File: config.mk
export PLATFORM = sky130hd
export DESIGN_NAME = dac_batch_streamer
export DESIGN_NICKNAME = d
export VERILOG_FILES = /design/src/rtl/dac_stream_pkg.sv /design/src/rtl/dac_batch_streamer_batch_ram.sv /design/src/rtl/dac_batch_streamer.sv
export SDC_FILE = /design/constraint.sdc
export NUM_CORES = 1
export LEC_CHECK = 0
export ABC_AREA = 1
export ABC_CLOCK_PERIOD_IN_PS = 3600
export CORE_MARGIN = 8
export CORE_UTILIZATION = 58
export CTS_CLUSTER_DIAMETER = 40
export DETAILED_ROUTE_END_ITERATION = 7
export HOLD_SLACK_MARGIN = 0.05
export PLACE_DENSITY_LB_ADDON = 0.12
export SYNTH_ARGS = -nofsm -noshare
export SYNTH_HDL_FRONTEND = slang
export SYNTH_SLANG_ARGS = --single-unit
File: constraint.sdc
create_clock -name dac_clk -period 3.6 [get_ports dac_clk]
set_input_delay 0.54 -clock dac_clk [delete_from_list [all_inputs] [get_ports dac_clk]]
set_output_delay 0.54 -clock dac_clk [all_outputs]
set_load 0.05 [all_outputs]
File: src/rtl/dac_stream_pkg.sv
// dac_stream_pkg: shared state encoding and counter width for dac_batch_streamer.
`ifndef BATCH_WIDTH
`define BATCH_WIDTH 32
`endif
package dac_stream_pkg;
  typedef enum logic [1:0] {IDLE = 2'd0, PRIME = 2'd1, STREAM = 2'd2} dac_stream_state_t;
  localparam int DAC_STREAM_CNT_W = 16;
endpackage

File: src/rtl/dac_batch_streamer_batch_ram.sv
// batch_ram: DEPTH x W simple dual-port memory, sync write, async read (distributed RAM).
module batch_ram #(
  parameter int W = 32,
  parameter int DEPTH = 8,
  localparam int AW = $clog2(DEPTH)
) (
  input  logic          clk_i,
  input  logic          we_i,
  input  logic [AW-1:0] waddr_i,
  input  logic [W-1:0]  wdata_i,
  input  logic [AW-1:0] raddr_i,
  output logic [W-1:0]  rdata_o
);
  logic [W-1:0] mem [DEPTH];
  always_ff @(posedge clk_i) if (we_i) mem[waddr_i] <= wdata_i;
  assign rdata_o = mem[raddr_i];
endmodule

File: src/rtl/dac_batch_streamer.sv
// dac_batch_streamer: batch FIFO with prime/stream FSM feeding the RF DAC AXI-stream.
// DAC_BATCH_HOLD_EN: underflow filler repeats the last batch instead of zeros.
module dac_batch_streamer
  import dac_stream_pkg::*;
#(
  parameter int BATCH_W = `BATCH_WIDTH,
  parameter int DEPTH = 8,
  parameter int PRIME_LEVEL = 4,
  localparam int AW = $clog2(DEPTH),
  localparam int FW = AW + 1,
  localparam int CW = DAC_STREAM_CNT_W
) (
  input  logic               dac_clk,
  input  logic               dac_rstn,
  input  logic [BATCH_W-1:0] batch_in,
  input  logic               batch_in_valid,
  output logic               batch_in_rdy,
  input  logic               run,
  input  logic               flush,
  output logic [BATCH_W-1:0] m_tdata,
  output logic               m_tvalid,
  input  logic               m_tready,
  output logic [FW-1:0]      fill_level,
  output logic [CW-1:0]      underflow_cnt,
  output logic [CW-1:0]      drop_cnt,
  output logic [1:0]         st
);
  dac_stream_state_t st_q, st_d;
  logic [AW-1:0] wptr_q, wptr_d, rptr_q, rptr_d;
  logic [FW-1:0] fill_q, fill_d;
  logic [BATCH_W-1:0] tdata_q, tdata_d, head, filler;
  logic [CW-1:0] ucnt_q, ucnt_d, dcnt_q, dcnt_d;
  logic wr, pop, drop;
  assign batch_in_rdy = fill_q < FW'(DEPTH);
  assign wr = batch_in_valid && batch_in_rdy && !flush;
  assign drop = batch_in_valid && !batch_in_rdy;
`ifdef DAC_BATCH_HOLD_EN
  assign filler = tdata_q;
`else
  assign filler = '0;
`endif
  batch_ram #(.W(BATCH_W), .DEPTH(DEPTH)) u_ram (
    .clk_i(dac_clk), .we_i(wr), .waddr_i(wptr_q), .wdata_i(batch_in),
    .raddr_i(rptr_q), .rdata_o(head)
  );
  always_comb begin
    st_d = st_q;
    pop = 1'b0;
    tdata_d = tdata_q;
    ucnt_d = ucnt_q;
    dcnt_d = dcnt_q + CW'(drop && dcnt_q != '1);
    case (st_q)
      IDLE: st_d = run ? PRIME : IDLE;
      PRIME: begin
        pop = run && fill_q >= FW'(PRIME_LEVEL);
        tdata_d = pop ? head : tdata_q;
        st_d = !run ? IDLE : pop ? STREAM : PRIME;
      end
      STREAM: begin
        // a handshake in the run-drop cycle still completed, so the beat advances
        pop = m_tready && fill_q != '0;
        tdata_d = !m_tready ? tdata_q : pop ? head : filler;
        ucnt_d = ucnt_q + CW'(m_tready && !pop && ucnt_q != '1);
        st_d = run ? STREAM : IDLE;
      end
      default: st_d = IDLE;
    endcase
    wptr_d = wptr_q + AW'(wr);
    rptr_d = rptr_q + AW'(pop);
    fill_d = fill_q + FW'(wr) - FW'(pop);
    if (flush) begin
      wptr_d = '0;
      rptr_d = '0;
      fill_d = '0;
      ucnt_d = '0;
      dcnt_d = '0;
      tdata_d = '0;
      st_d = (run && st_q != IDLE) ? PRIME : IDLE;
    end
  end
  always_ff @(posedge dac_clk or negedge dac_rstn) begin
    if (!dac_rstn) begin
      st_q <= IDLE;
      wptr_q <= '0;
      rptr_q <= '0;
      fill_q <= '0;
      tdata_q <= '0;
      ucnt_q <= '0;
      dcnt_q <= '0;
    end else begin
      st_q <= st_d;
      wptr_q <= wptr_d;
      rptr_q <= rptr_d;
      fill_q <= fill_d;
      tdata_q <= tdata_d;
      ucnt_q <= ucnt_d;
      dcnt_q <= dcnt_d;
    end
  end
  assign m_tdata = tdata_q;
  assign m_tvalid = st_q == STREAM;
  assign fill_level = fill_q;
  assign underflow_cnt = ucnt_q;
  assign drop_cnt = dcnt_q;
  assign st = st_q;
endmodule

==> results, run 1 <==
- The flow ran to the end, and the final reports show no timing, DRC or antenna violations.
- The share of synthesized area occupied by flip-flops and latches is 0.6744.
- The vias after detailed routing is 10070.
- For this design the static power due to leakage is 7.301 nW.
- The startpoint identified for the worst register-to-register timing path is st[0].
- The final global-route overflow total is 0.
- The cell type with the highest aggregate area in the netlist is sky130_fd_sc_hd__edfxtp_1.
- On the final layout, the worst hold slack is 86.08 ps.
- The number of gates resized after CTS was 0.
- In the final routed layout, each cell accounts on average for 17.41 microns.
- The starting density of the core is 0.5881.
- The first detailed-routing pass ran for 8 iterations.
- The category of the critical setup timing path is reg2out.
- The buffer levels on the longest clock path is 3.
- Counting I/O delays and the setup requirement, the final critical path takes 2988 ps.
- Based on the critical path, the design can be clocked at up to 0.3347 GHz.
- By area the synthesized netlist is led by sky130_fd_sc_hd__edfxtp_1, sky130_fd_sc_hd__nand2_1, sky130_fd_sc_hd__dfrtp_1, sky130_fd_sc_hd__inv_1, sky130_fd_sc_hd__nor2_1.
- The layout net count is 1594.
- After clock tree synthesis, the clock-pin slew on the worst setup and hold paths is 60 ps.
- The total track usage is 0.2206.
- The count of buffers added on input and output ports is 109.
- The core footprint is 24180 sq um.
- The post-layout instance area is 17370 sq um.
- Of the post-synthesis cell area, the dominant cell type holds 0.5407.
- The number of cells in the design after placement is 1817.
- The arrival time reported for the critical path endpoint is 2450 ps.
- Counting every sink on the clock net gives 332.
- The final weighted congestion of routability-driven global placement is 0.8336.
- Setup violations remaining at the end of the flow were counted as 0.
- Fill cells in the final layout number 1695.
- The gate count after technology mapping is 1424.
- The setup TNS is 0 ps.
- The placed instances occupy a cell area of 15730 sq um.
- The number of antenna violations at the first check in global routing is 1.
- The cell area after synthesis is 14220 sq um.
- The wire-length estimate of the detail-placed layout is 18570 microns.
- The latest clock arrival within the worst-skew pair is 540 ps.
- Summed over all nets, wire length on met2 after detailed routing comes to 16610 microns.
- Along the worst path, the maximum fanout reaches 14.
- Setup repair after global routing left no endpoint under its margin.
- The chip width is 172.6 microns.
- The net count after synthesis is 1479.
- The average cell area after synthesis is 9.985 sq um.
- The worst setup path is captured at a primary output.
- The number of warnings issued by yosys is 0.
- The count of cells in the finished layout, fillers not included, comes to 1899.
- The cell with the largest stage delay on the worst path is sky130_fd_sc_hd__clkdlybuf4s50_1.
- Detailed routing placed a total of 2137 microns of wire on met3.
- The peak ir drop on the vdd network is 0.3939 mV.
- The first global-routing pass estimated 53250 microns of wire.
- 0 antenna diodes ended up in the layout.
- Entering global routing, the biggest net connects 107 pins.
- The number of remaining DRC errors is 0.
- The synthesized design contains 332 register bits.
- The total wire length is 33070 microns.
- The clock arrives with 23.45 ps of skew.
- The top routing layer in use is met5.
- The number of buffers added by the clock tree synthesis step is 44.
- After clock tree synthesis, the flow added hold-fix buffers numbering 0.
- The synthesized netlist contains 31 unique library cells.
- Relative to the synthesized area, the layout overhead comes to 22.18%.
- After floorplanning, the core was divided into 57 placement rows.
- The final count of hold timing violations came to 0.
- The floorplan step defined a die boundary enclosing 29780 sq um.
- The required time reported for the critical path endpoint is 3060 ps.
- The number of I/O pins is 110.
- The kind of launch point of the worst setup path is a flop.
- The min-delay analysis places its worst path in the category in2async.
- In the finished design, the share of the clock period the worst path needs comes to 0.8300.
- The largest single stage delay on the critical path is 910 ps.
- The number of setup buffers added after CTS is 0.
- At the end of the flow the core is filled with cells to 0.7185.
- TritonCTS built the clock tree.
- At the pin with the least slew margin, the transition time is 1125 ps.
- The root cell of the clock tree is sky130_fd_sc_hd__clkbuf_16.
- In the final layout, the share of cells above drive strength 1 is 0.07111.
- The number of global-route vias before repair is 10200.
- The tool flagged a number of max-cap violations equal to 0.
- In this run the power density over the cells is 591.9 nW/um^2.
- The routed length on met1 is 13760 microns.
- The count of nets left with antenna violations once routing finished came out at 0.
- From bottom edge to top edge, the die measures 172.6 microns.
- The signal on the critical path passes through inv_1 -> ha_1 -> clkdlybuf4s50_1.
- The number of levels the H-tree was split into is 2.
- The minimum setup slack among reg-to-reg paths is 1130 ps.
- The number of slew-limit violations in the final report is 0.
- The ratio of routed vias to standard cells is 5.302.
- In this run the critical register-to-register path is captured at fill_level[2].
- The relative slew slack is 0.2499.
- The first routing iteration left 834 violations.
- The worst register-to-register path has a depth of 11.
==> final cells by class <==
cell class,count,area [sq um],share of cell area
multi-input cells,917,3956,0.2277
repair buffers,129,1339,0.07707
well taps,324,405.4,0.02334
clock buffers,55,1185,0.06821
flip-flops and latches,332,9594,0.5523
inverters,115,432.9,0.02492
clock inverters,27,459.2,0.02643
==> worst max-delay path by stage <==
stage / cells after the start / start / slack, ps / end
after floorplan: 4 / fill_level[3] / 300 / u_ram.mem[0][0]
after global placement: 6 / flush / 880 / u_ram.mem[6][5]
after detailed placement: 7 / flush / 860 / u_ram.mem[7][10]
after CTS: 3 / st[0] / 630 / m_tvalid
after global routing: 3 / st[0] / 520 / m_tvalid
final: 3 / st[0] / 610 / m_tvalid
==> metal layers <==
| layer | track usage | vias up |
|---|---|---|
| li1 | - | 4851 |
| met5 | 0 | - |
| met4 | 0.05980 | 2 |
| met1 | 0.2812 | 4834 |
| met2 | 0.3812 | 322 |
| met3 | 0.04182 | 59 |
==> stage by stage <==
step | setup WS [ps] | total power (W)
2_1_floorplan | 297.7 | 0.005106
4_1_cts | 626.3 | 0.01033
3_3_place_gp | 880.7 | 0.005533
6_report | 612.0 | 0.01028
3_5_place_dp | 859.5 | 0.005554
5_1_grt | 521.6 | 0.01063
==> sequential cells by signal, summed over array words and instances (netlist names) <==
signal         cells
u_ram.mem        256
m_tdata           32
rptr_q             3
st                 2
drop_cnt          16
underflow_cnt     16
fill_level         4
wptr_q             3
==> cells in the mapped netlist, drive strengths merged <==
library cell / n
a211oi: 1
a21oi: 18
a31oi: 1
and2: 2
buf: 44
clkbuf: 16
dfrtp: 76
edfxtp: 256
fa: 1
ha: 16
inv: 115
nand2: 614
nand3: 61
nand4: 8
nor2: 99
nor3: 7
nor3b: 1
o21a: 2
o21ai: 77
o21bai: 1
or2: 2
xnor2: 2
xor2: 4
==> kinds of logic after synthesis <==
logic type	share of synthesized area
buffers and inverters	0.05157
XOR/XNOR	0.003696
AND/OR/NAND/NOR	0.2188
adder cells (fa/ha/maj)	0.01549
AO/OA/AOI/OAI	0.03599
flip-flops	0.6744
==> power by group <==
group          switching [W]  internal [W]
combinational       0.000767      0.000342
sequential         0.0000802       0.00429
clock                0.00165       0.00316
==> worst max-delay path: cells and delay by family, from the launching register on <==
kind | cells | cell delay, ps
fa+ha+maj | 1 | 510
buf+inv | 2 | 1010
flops | 1 | 410
==> layout by cell type, fill, tap and decap left out, types with 4 or more instances in the layout <==
cell type and count:
sky130_fd_sc_hd__a21oi_1 18, sky130_fd_sc_hd__inv_6 5, sky130_fd_sc_hd__buf_12 8, sky130_fd_sc_hd__nand2_1 613, sky130_fd_sc_hd__o21ai_1 20, sky130_fd_sc_hd__clkdlybuf4s50_1 108
sky130_fd_sc_hd__nor3_1 7, sky130_fd_sc_hd__edfxtp_1 256, sky130_fd_sc_hd__o21ai_0 57, sky130_fd_sc_hd__nand3_1 61, sky130_fd_sc_hd__ha_1 16, sky130_fd_sc_hd__nor2_1 89
sky130_fd_sc_hd__dfrtp_1 74, sky130_fd_sc_hd__nand4_1 8, sky130_fd_sc_hd__xor2_1 4, sky130_fd_sc_hd__clkinv_2 6, sky130_fd_sc_hd__inv_1 112, sky130_fd_sc_hd__nor2_4 9
sky130_fd_sc_hd__clkbuf_16 46, sky130_fd_sc_hd__clkbuf_1 9, sky130_fd_sc_hd__bufinv_16 11, sky130_fd_sc_hd__buf_4 13
(Power assumes the default switching activity.)
==> run 2: changes to the inputs <==
--- a/config.mk
+++ b/config.mk
@@ -6,9 +6,9 @@
 export NUM_CORES = 1
 export LEC_CHECK = 0
 export ABC_AREA = 1
-export ABC_CLOCK_PERIOD_IN_PS = 3600
+export ABC_CLOCK_PERIOD_IN_PS = 2700
 export CORE_MARGIN = 8
-export CORE_UTILIZATION = 58
+export CORE_UTILIZATION = 53
 export CTS_CLUSTER_DIAMETER = 40
 export DETAILED_ROUTE_END_ITERATION = 7
 export HOLD_SLACK_MARGIN = 0.05
==> constraint.sdc (replaced) <==
create_clock -name dac_clk -period 2.7 [get_ports dac_clk]
set_input_delay 0.405 -clock dac_clk [delete_from_list [all_inputs] [get_ports dac_clk]]
set_output_delay 0.405 -clock dac_clk [all_outputs]
set_load 0.05 [all_outputs]
==> results, run 2 (same netlist as run 1, synthesis figures left out) <==
- The clock-pin slew reported for the worst setup and hold paths after clock tree synthesis is 60 ps (about the same).
- The placement row count is 60 (+5.3%).
- The largest net degree at the start of global routing came to 131 (+22%).
- The post-layout total power is 0.01363 W (+33%).
- The setup-violating endpoint count in the final report is 0 (unchanged).
- The flow ran to the end, and the final reports show no timing, DRC or antenna violations.
- The maximum clock skew at final layout is 26.82 ps (+3.367 ps).
- The average wire per cell in the routed design is 16.79 microns (-3.6%).
- The number of levels the H-tree was split into was 2 (unchanged).
- The critical path goes through inv_1 -> clkdlybuf4s50_1.
- The relative slew slack is 0.4442 (+0.1944).
- TritonCTS built the clock tree.
- The total of max-cap violations is 0 (unchanged).
- The number of remaining DRC errors is 0 (unchanged).
- The starting density of the core was 0.5335 (-0.05459).
- The count of nets left with antenna violations after detail routing is 0 (unchanged).
- The layout net count was 1608 (+0.88%).
- The number of flip-flops in the largest register is 256 (unchanged).
- The core footprint came to 26650 sq um (+10%).
- The power density relative to cell area is 777.7 nW/um^2 (+31%).
- The most common cell after layout, fill and taps aside is sky130_fd_sc_hd__nand2_1.
- The share of cells above drive strength 1 was 0.07809 (+0.006975).
- The layout filler cell count is 2067 (+22%).
- The number of cells in the design after placement is 1848 (+1.7%).
- The pre-CTS setup slack is 305.9 ps (-553.6 ps).
- The number of buffers added by the clock tree synthesis step is 43 (-2.3%).
- The number of setup buffers added after CTS was 0 (unchanged).
- The violation count after the first detailed-route iteration came to 631 (-24%).
- Broken down by cell family, the worst path's largest delay share belongs to buffers and inverters.
- The total wire length is 32400 microns (-2.0%).
- The die area came to 32320 sq um (+8.5%).
- The port buffer count is 109 (unchanged).
- The path class of the lowest-slack min-delay path is reg2reg.
- The final count of hold timing violations is 0 (unchanged).
- The final weighted congestion of routability-driven global placement is 0.8550 (+2.6%).
- Setup repair after global routing left no endpoint under its margin.
- The peak ir drop on the vdd network came to 0.6398 mV (+62%).
- The number of antenna violations at the first check in global routing came to 0 (-1).
- The total track usage came to 0.1996 (-0.02101).
- The detailed-placement wirelength estimate was 19650 microns (+5.8%).
- The delay of the slowest cell on the worst path is 850 ps (-60 ps).
- The period utilization is 0.8480.
- The critical path endpoint category is a primary output.
- The latest clock arrival within the worst-skew pair is 530 ps (about the same).
- The leakage power figure is 7.395 nW (+1.3%).
- The vias after detailed routing is 9903 (-1.6%).
- The arrival time reported for the critical path endpoint came to 1880 ps (-570 ps).
- The routed design could run at a clock period as short as 2290 ps.
- Counting flops per register, the top entry is u_ram.mem.
- The antenna diode count is 0 (unchanged).
- The buffer levels on the longest clock path is 3 (unchanged).
- The worst-margin pin slew is 833.6 ps (-291.5 ps).
- The ratio of routed vias to standard cells was 5.134 (-3.2%).
- The achievable frequency is 0.4367 GHz.
- STA classifies the critical path startpoint as a flop.
- The critical path is of the reg2out type.
- The highest net fanout along the worst path is 4 (-10).
- The root cell of the clock tree is sky130_fd_sc_hd__clkbuf_16.
- The setup TNS is 0 ps (unchanged).
- The required time reported for the critical path endpoint is 2300 ps (-760 ps).
- The wire length of the first global-routing pass is 52400 microns (-1.6%).
- The final global-route overflow total is 0 (unchanged).
- The worst setup margin is 410.3 ps (-201.7 ps).
- Relative to the synthesized area, the layout overhead comes to 23.26%.
- The number of global-route vias before repair is 9765 (-4.3%).
- The largest individual stage delay along the critical path comes from the cell sky130_fd_sc_hd__clkdlybuf4s50_1.
- The final cell count without fillers is 1929 (+1.6%).
- The number of iterations in the first detailed-routing pass came to 5 (-3).
- In the layout the commonest cells are sky130_fd_sc_hd__nand2_1, sky130_fd_sc_hd__edfxtp_1, sky130_fd_sc_hd__inv_1.
- The chip width is 179.8 microns (+4.2%).
- The combined buffer and inverter count along the critical path is 2 (unchanged).
- The sink count of the clock tree is 332 (unchanged).
- The number of slew-limit violations in the final report is 0 (unchanged).
- The number of I/O pins came to 110 (unchanged).
- The vertical extent of the die was 179.8 microns (+4.2%).
run 2: changes by cell type in the layout (fill, tap and decap cells not counted), sizes merged:
cell,before,now
inv,120,119
dlygate4sd3,0,1
dlymetal6s2s,0,1
buf,21,35
clkinvlp,2,3
clkinv,9,15
clkdlybuf4s50,108,107
clkbuf,55,46
bufinv,11,12
run 2: where the power goes:
group          total [W]  internal, W  switching, W  leakage [nW]
clock            0.00633      0.00415       0.00218         0.781
sequential       0.00580      0.00572     0.0000864          3.33
combinational    0.00149     0.000465       0.00103          3.28
run 2: layer usage:
metal  vias to the layer above  GRT usage  share of wire
met3                        51    0.03851          0.066
met2                       324     0.3307           0.48
met1                      4653     0.2643           0.44
met4                         0    0.05969          0.019
li1                       4875          -              -
met5                         -          0              0
run 2: final timing paths:
path	end	cells past startpoint	slack, ps	startpoint
setup / recovery	batch_in_rdy	2	410	fill_level[3]
hold / removal	m_tdata[7]	2	470	m_tdata[7]
setup reg to reg	fill_level[2]	11	530	fill_level[3]
hold reg to reg	m_tdata[7]	2	470	m_tdata[7]
max in group asynchronous	st[0]	3	1520	dac_rstn
min in group asynchronous	m_tdata[6]	2	500	dac_rstn
run 2: what timing repair did:
item                                   CTS  global route
setup endpoints to repair                0             1
endpoints found under the hold margin   49             0
gates resized for setup                  0             1
hold buffers                             1             0
run 2: area by class of cell:
type,instances,area (sq um),area share
Sequential cell,332,9594,0.5474
Inverter,115,432.9,0.02470
Tap cell,341,426.7,0.02434
Multi-Input combinational cell,917,3956,0.2257
Clock buffer,46,1109,0.06325
Timing Repair Buffer,144,1494,0.08524
Clock inverter,34,513.0,0.02927
run 2: per-stage QoR:
stage / hold slack, ps / area (sq um) / utilization
6_report: 473.6 / 17530 / 0.6576
5_1_grt: 498.4 / 17530 / 0.6576
4_1_cts: 479.6 / 17520 / 0.6575
3_5_place_dp: 464.1 / 15890 / 0.5963
3_3_place_gp: 461.9 / 15890 / 0.5963
2_1_floorplan: 109.4 / 14250 / -
run 2: worst min-delay path, delay by kind of cell, from the launching register on:
family | cells | cell delay, ps
AND/OR/NAND/NOR | 2 | 100
flip-flops | 1 | 340
==> run 3: changes to the inputs <==
--- a/config.mk
+++ b/config.mk
@@ -6,7 +6,7 @@
 export NUM_CORES = 1
 export LEC_CHECK = 0
 export ABC_AREA = 1
-export ABC_CLOCK_PERIOD_IN_PS = 2700
+export ABC_CLOCK_PERIOD_IN_PS = 2000
 export CORE_MARGIN = 8
 export CORE_UTILIZATION = 53
 export CTS_CLUSTER_DIAMETER = 40
==> constraint.sdc (replaced) <==
create_clock -name dac_clk -period 2 [get_ports dac_clk]
set_input_delay 0.3 -clock dac_clk [delete_from_list [all_inputs] [get_ports dac_clk]]
set_output_delay 0.3 -clock dac_clk [all_outputs]
set_load 0.05 [all_outputs]
==> results, run 3 (same netlist as run 1, synthesis figures left out) <==
- The checks that failed: negative setup slack.
- The largest net degree at the start of global routing is 131 (unchanged).
- The worst-margin pin slew is 606.0 ps (-227.7 ps).
- The cell family with the largest share of critical-path delay is simple AND/OR/NAND/NOR gates.
- The highest net fanout along the worst path is 4 (unchanged).
- The endpoint identified for the worst register-to-register timing path is underflow_cnt[13].
- The pre-CTS setup slack is -144.3 ps (-450.2 ps).
- The number of levels the H-tree was split into is 2 (unchanged).
- The achievable frequency is 0.4914 GHz.
- The beginning of the critical path is fill_level[3].
- The starting density of the core was 0.5335 (unchanged).
- The most common cell after layout, fill and taps aside is sky130_fd_sc_hd__nand2_1.
- The kind of launch point of the worst setup path is a flop.
- The leakage power figure came to 7.995 nW (+8.1%).
- The number of flip-flops in the largest register is 256 (unchanged).
- The required time reported for the critical path endpoint was 2420 ps (+120 ps).
- The startpoint identified for the worst register-to-register timing path is fill_level[3].
- The number of buffers added by the clock tree synthesis step is 43 (unchanged).
- The sink count of the clock tree is 332 (unchanged).
- The cell depth of the worst flop-to-flop path is 13 (+2).
- The buffer levels on the longest clock path is 3 (unchanged).
- The final global-route overflow total is 0 (unchanged).
- The worst setup path is of the reg2reg kind.
- The total net switching power is 0.004448 W (+35%).
- The switching part of the total is 0.2557 (+0.01403).
- The relative slew slack is 0.5960 (+0.1518).
- The minimum hold slack came to 327.0 ps (-146.6 ps).
- The maximum clock skew at final layout came to 18.89 ps (-7.928 ps).
- The part of the power in registers is 0.450 (+0.024).
- The placement row count was 60 (unchanged).
- The largest individual stage delay along the critical path comes from the cell sky130_fd_sc_hd__dfrtp_2.
- The internal portion of total power came to 0.01295 W (+25%).
- The arrival time reported for the critical path endpoint is 2460 ps (+580 ps).
- The detailed-placement wirelength estimate came to 19960 microns (+1.6%).
- The instance area after placement is 16550 sq um (+4.2%).
- The register name with the most flops is u_ram.mem.
- The period utilization is 1.018.
- The die area was 32320 sq um (unchanged).
- The peak ir drop on the vdd network came to 0.7813 mV (+22%).
- The power share of the clock group is 0.425 (-0.040).
- The vertical extent of the die was 179.8 microns (unchanged).
- The cell with the most instances on the worst path is sky130_fd_sc_hd__nand2_1.
- The worst setup margin is -35.14 ps (-445.4 ps).
- The core footprint is 26650 sq um (unchanged).
- Traced cell by cell, the critical path runs through clkinvlp_4 -> ha_4 -> nand2_4 -> nor3_4 -> ha_2 -> nand2_1 -> nor2_2 -> buf_4 -> nand4_1 -> nand2_1 -> nand2_1 -> nand2_1 -> inv_1.
- The total track usage came to 0.2055 (+0.005836).
- The layout net count is 1661 (+3.3%).
- The number of slew-limit violations in the final report is 0 (unchanged).
- In the layout the commonest cells are sky130_fd_sc_hd__nand2_1, sky130_fd_sc_hd__edfxtp_1, sky130_fd_sc_hd__inv_1.
- The number of global-route vias before repair came to 10280 (+5.2%).
- The total of max-cap violations is 0 (unchanged).
- The post-layout total power came to 0.01740 W (+28%).
- The minimum clock period after layout is 2035 ps.
- The antenna diode count is 0 (unchanged).
- The logic depth of the worst path, buffers included was 13 (+11).
- The combined buffer and inverter count along the critical path is 3 (+1).
- TritonCTS built the clock tree.
- The setup-violating endpoint count in the final report came to 2 (+2).
- The port buffer count is 109 (unchanged).
- STA classifies the critical path endpoint as a flop.
- The post-layout instance area came to 18000 sq um (+2.7%).
- The root cell of the clock tree is sky130_fd_sc_hd__clkbuf_16.
- The final weighted congestion of routability-driven global placement is 0.8761 (+2.5%).
- The violation count after the first detailed-route iteration is 846 (+34%).
- The count of nets left with antenna violations after detail routing is 0 (unchanged).
- The share of cells above drive strength 1 is 0.1379 (+0.05980).
- The run finished, with violations left.
- The total wire length is 33380 microns (+3.0%).
- The path class of the lowest-slack min-delay path is in2async.
- The latest clock arrival within the worst-skew pair came to 530 ps (about the same).
- The delay of the slowest cell on the worst path is 410 ps (-440 ps).
- The number of antenna violations at the first check in global routing was 0 (unchanged).
- The power density relative to cell area is 966.6 nW/um^2 (+24%).
- The critical path endpoint is underflow_cnt[13].
- The average wire per cell in the routed design is 16.86 microns (+0.39%).
- The chip width is 179.8 microns (unchanged).
- The combinational fraction of design power is 0.125 (+0.016).
- The area growth from synthesis to layout is 26.60%.
- The number of remaining DRC errors is 0 (unchanged).
- The minimum setup slack among reg-to-reg paths is -40 ps (-570 ps).
- Setup repair after global routing could not meet its margin everywhere.
- The final count of hold timing violations is 0 (unchanged).
- The number of iterations in the first detailed-routing pass is 5 (unchanged).
- The layout filler cell count is 2054 (-0.63%).
- The vias after detailed routing is 10270 (+3.7%).
- The clock-pin slew reported for the worst setup and hold paths after clock tree synthesis was 60 ps (about the same).
- The ratio of routed vias to standard cells was 5.185 (+1.0%).
- The wire length of the first global-routing pass was 53870 microns (+2.8%).
- The number of I/O pins is 110 (unchanged).
## run 3: stage by stage
| stage | cells | utilization | setup TNS (ps) |
|---|---|---|---|
| final | 1980 | 0.6754 | -40.36 |
| after global routing | 1980 | 0.6754 | -848.5 |
| after CTS | 1980 | 0.6711 | -29.73 |
| after detailed placement | 1898 | 0.6211 | -18410 |
| after global placement | 1898 | 0.6211 | -16750 |
| after floorplan | 1424 | - | -74260 |
## run 3: how the worst min path moves through the flow
stage                   to
6_report        m_tdata[1]
4_1_cts         m_tdata[1]
2_1_floorplan  drop_cnt[0]
5_1_grt         m_tdata[1]
3_5_place_dp    m_tdata[8]
3_3_place_gp    m_tdata[8]
## run 3: final cells by class
cell class,count,area (sq um),share of cell area
Timing Repair Buffer,197,1992,0.1107
Sequential cell,332,9614,0.5341
Inverter,115,436.7,0.02426
Clock inverter,23,254.0,0.01411
Tap cell,341,426.7,0.02370
Clock buffer,55,1121,0.06228
Multi-Input combinational cell,917,4156,0.2309
## run 3: power groups by stage
stage | registers, W | clock network [W] | logic (W)
2_1_floorplan | 0.00852 | 0 | 0.000764
3_3_place_gp | 0.00796 | 0 | 0.00220
3_5_place_dp | 0.00797 | 0 | 0.00222
4_1_cts | 0.00783 | 0.00754 | 0.00218
5_1_grt | 0.00786 | 0.00783 | 0.00236
6_report | 0.00783 | 0.00740 | 0.00217
## run 3: repair_timing
item / in CTS / in global routing
endpoints found under the setup margin: 64 / 33
hold buffers: 1 / 0
pin swaps: 3 / 6
endpoints found under the hold margin: 36 / 0
gates resized for setup: 62 / 33
buffers inserted: 3 / 0
## run 3: worst reg2reg max path, stage by stage, from the launching register on
cell	delay (ps)
sky130_fd_sc_hd__dfrtp_2	410
sky130_fd_sc_hd__clkinvlp_4	120
sky130_fd_sc_hd__ha_4	140
sky130_fd_sc_hd__nand2_4	70
sky130_fd_sc_hd__nor3_4	190
sky130_fd_sc_hd__ha_2	240
sky130_fd_sc_hd__nand2_1	80
sky130_fd_sc_hd__nor2_2	130
sky130_fd_sc_hd__buf_4	150
sky130_fd_sc_hd__nand4_1	110
sky130_fd_sc_hd__nand2_1	120
sky130_fd_sc_hd__nand2_1	80
sky130_fd_sc_hd__nand2_1	70
sky130_fd_sc_hd__inv_1	40
## run 3: metal layers
metal  track usage  part of all wire  vias to the layer above
met2        0.3426              0.48                      324
met1        0.2713              0.44                     4882
met5             0                 0                        -
li1              -                 -                     4996
met3       0.03750             0.059                       64
met4       0.06235             0.026                        0
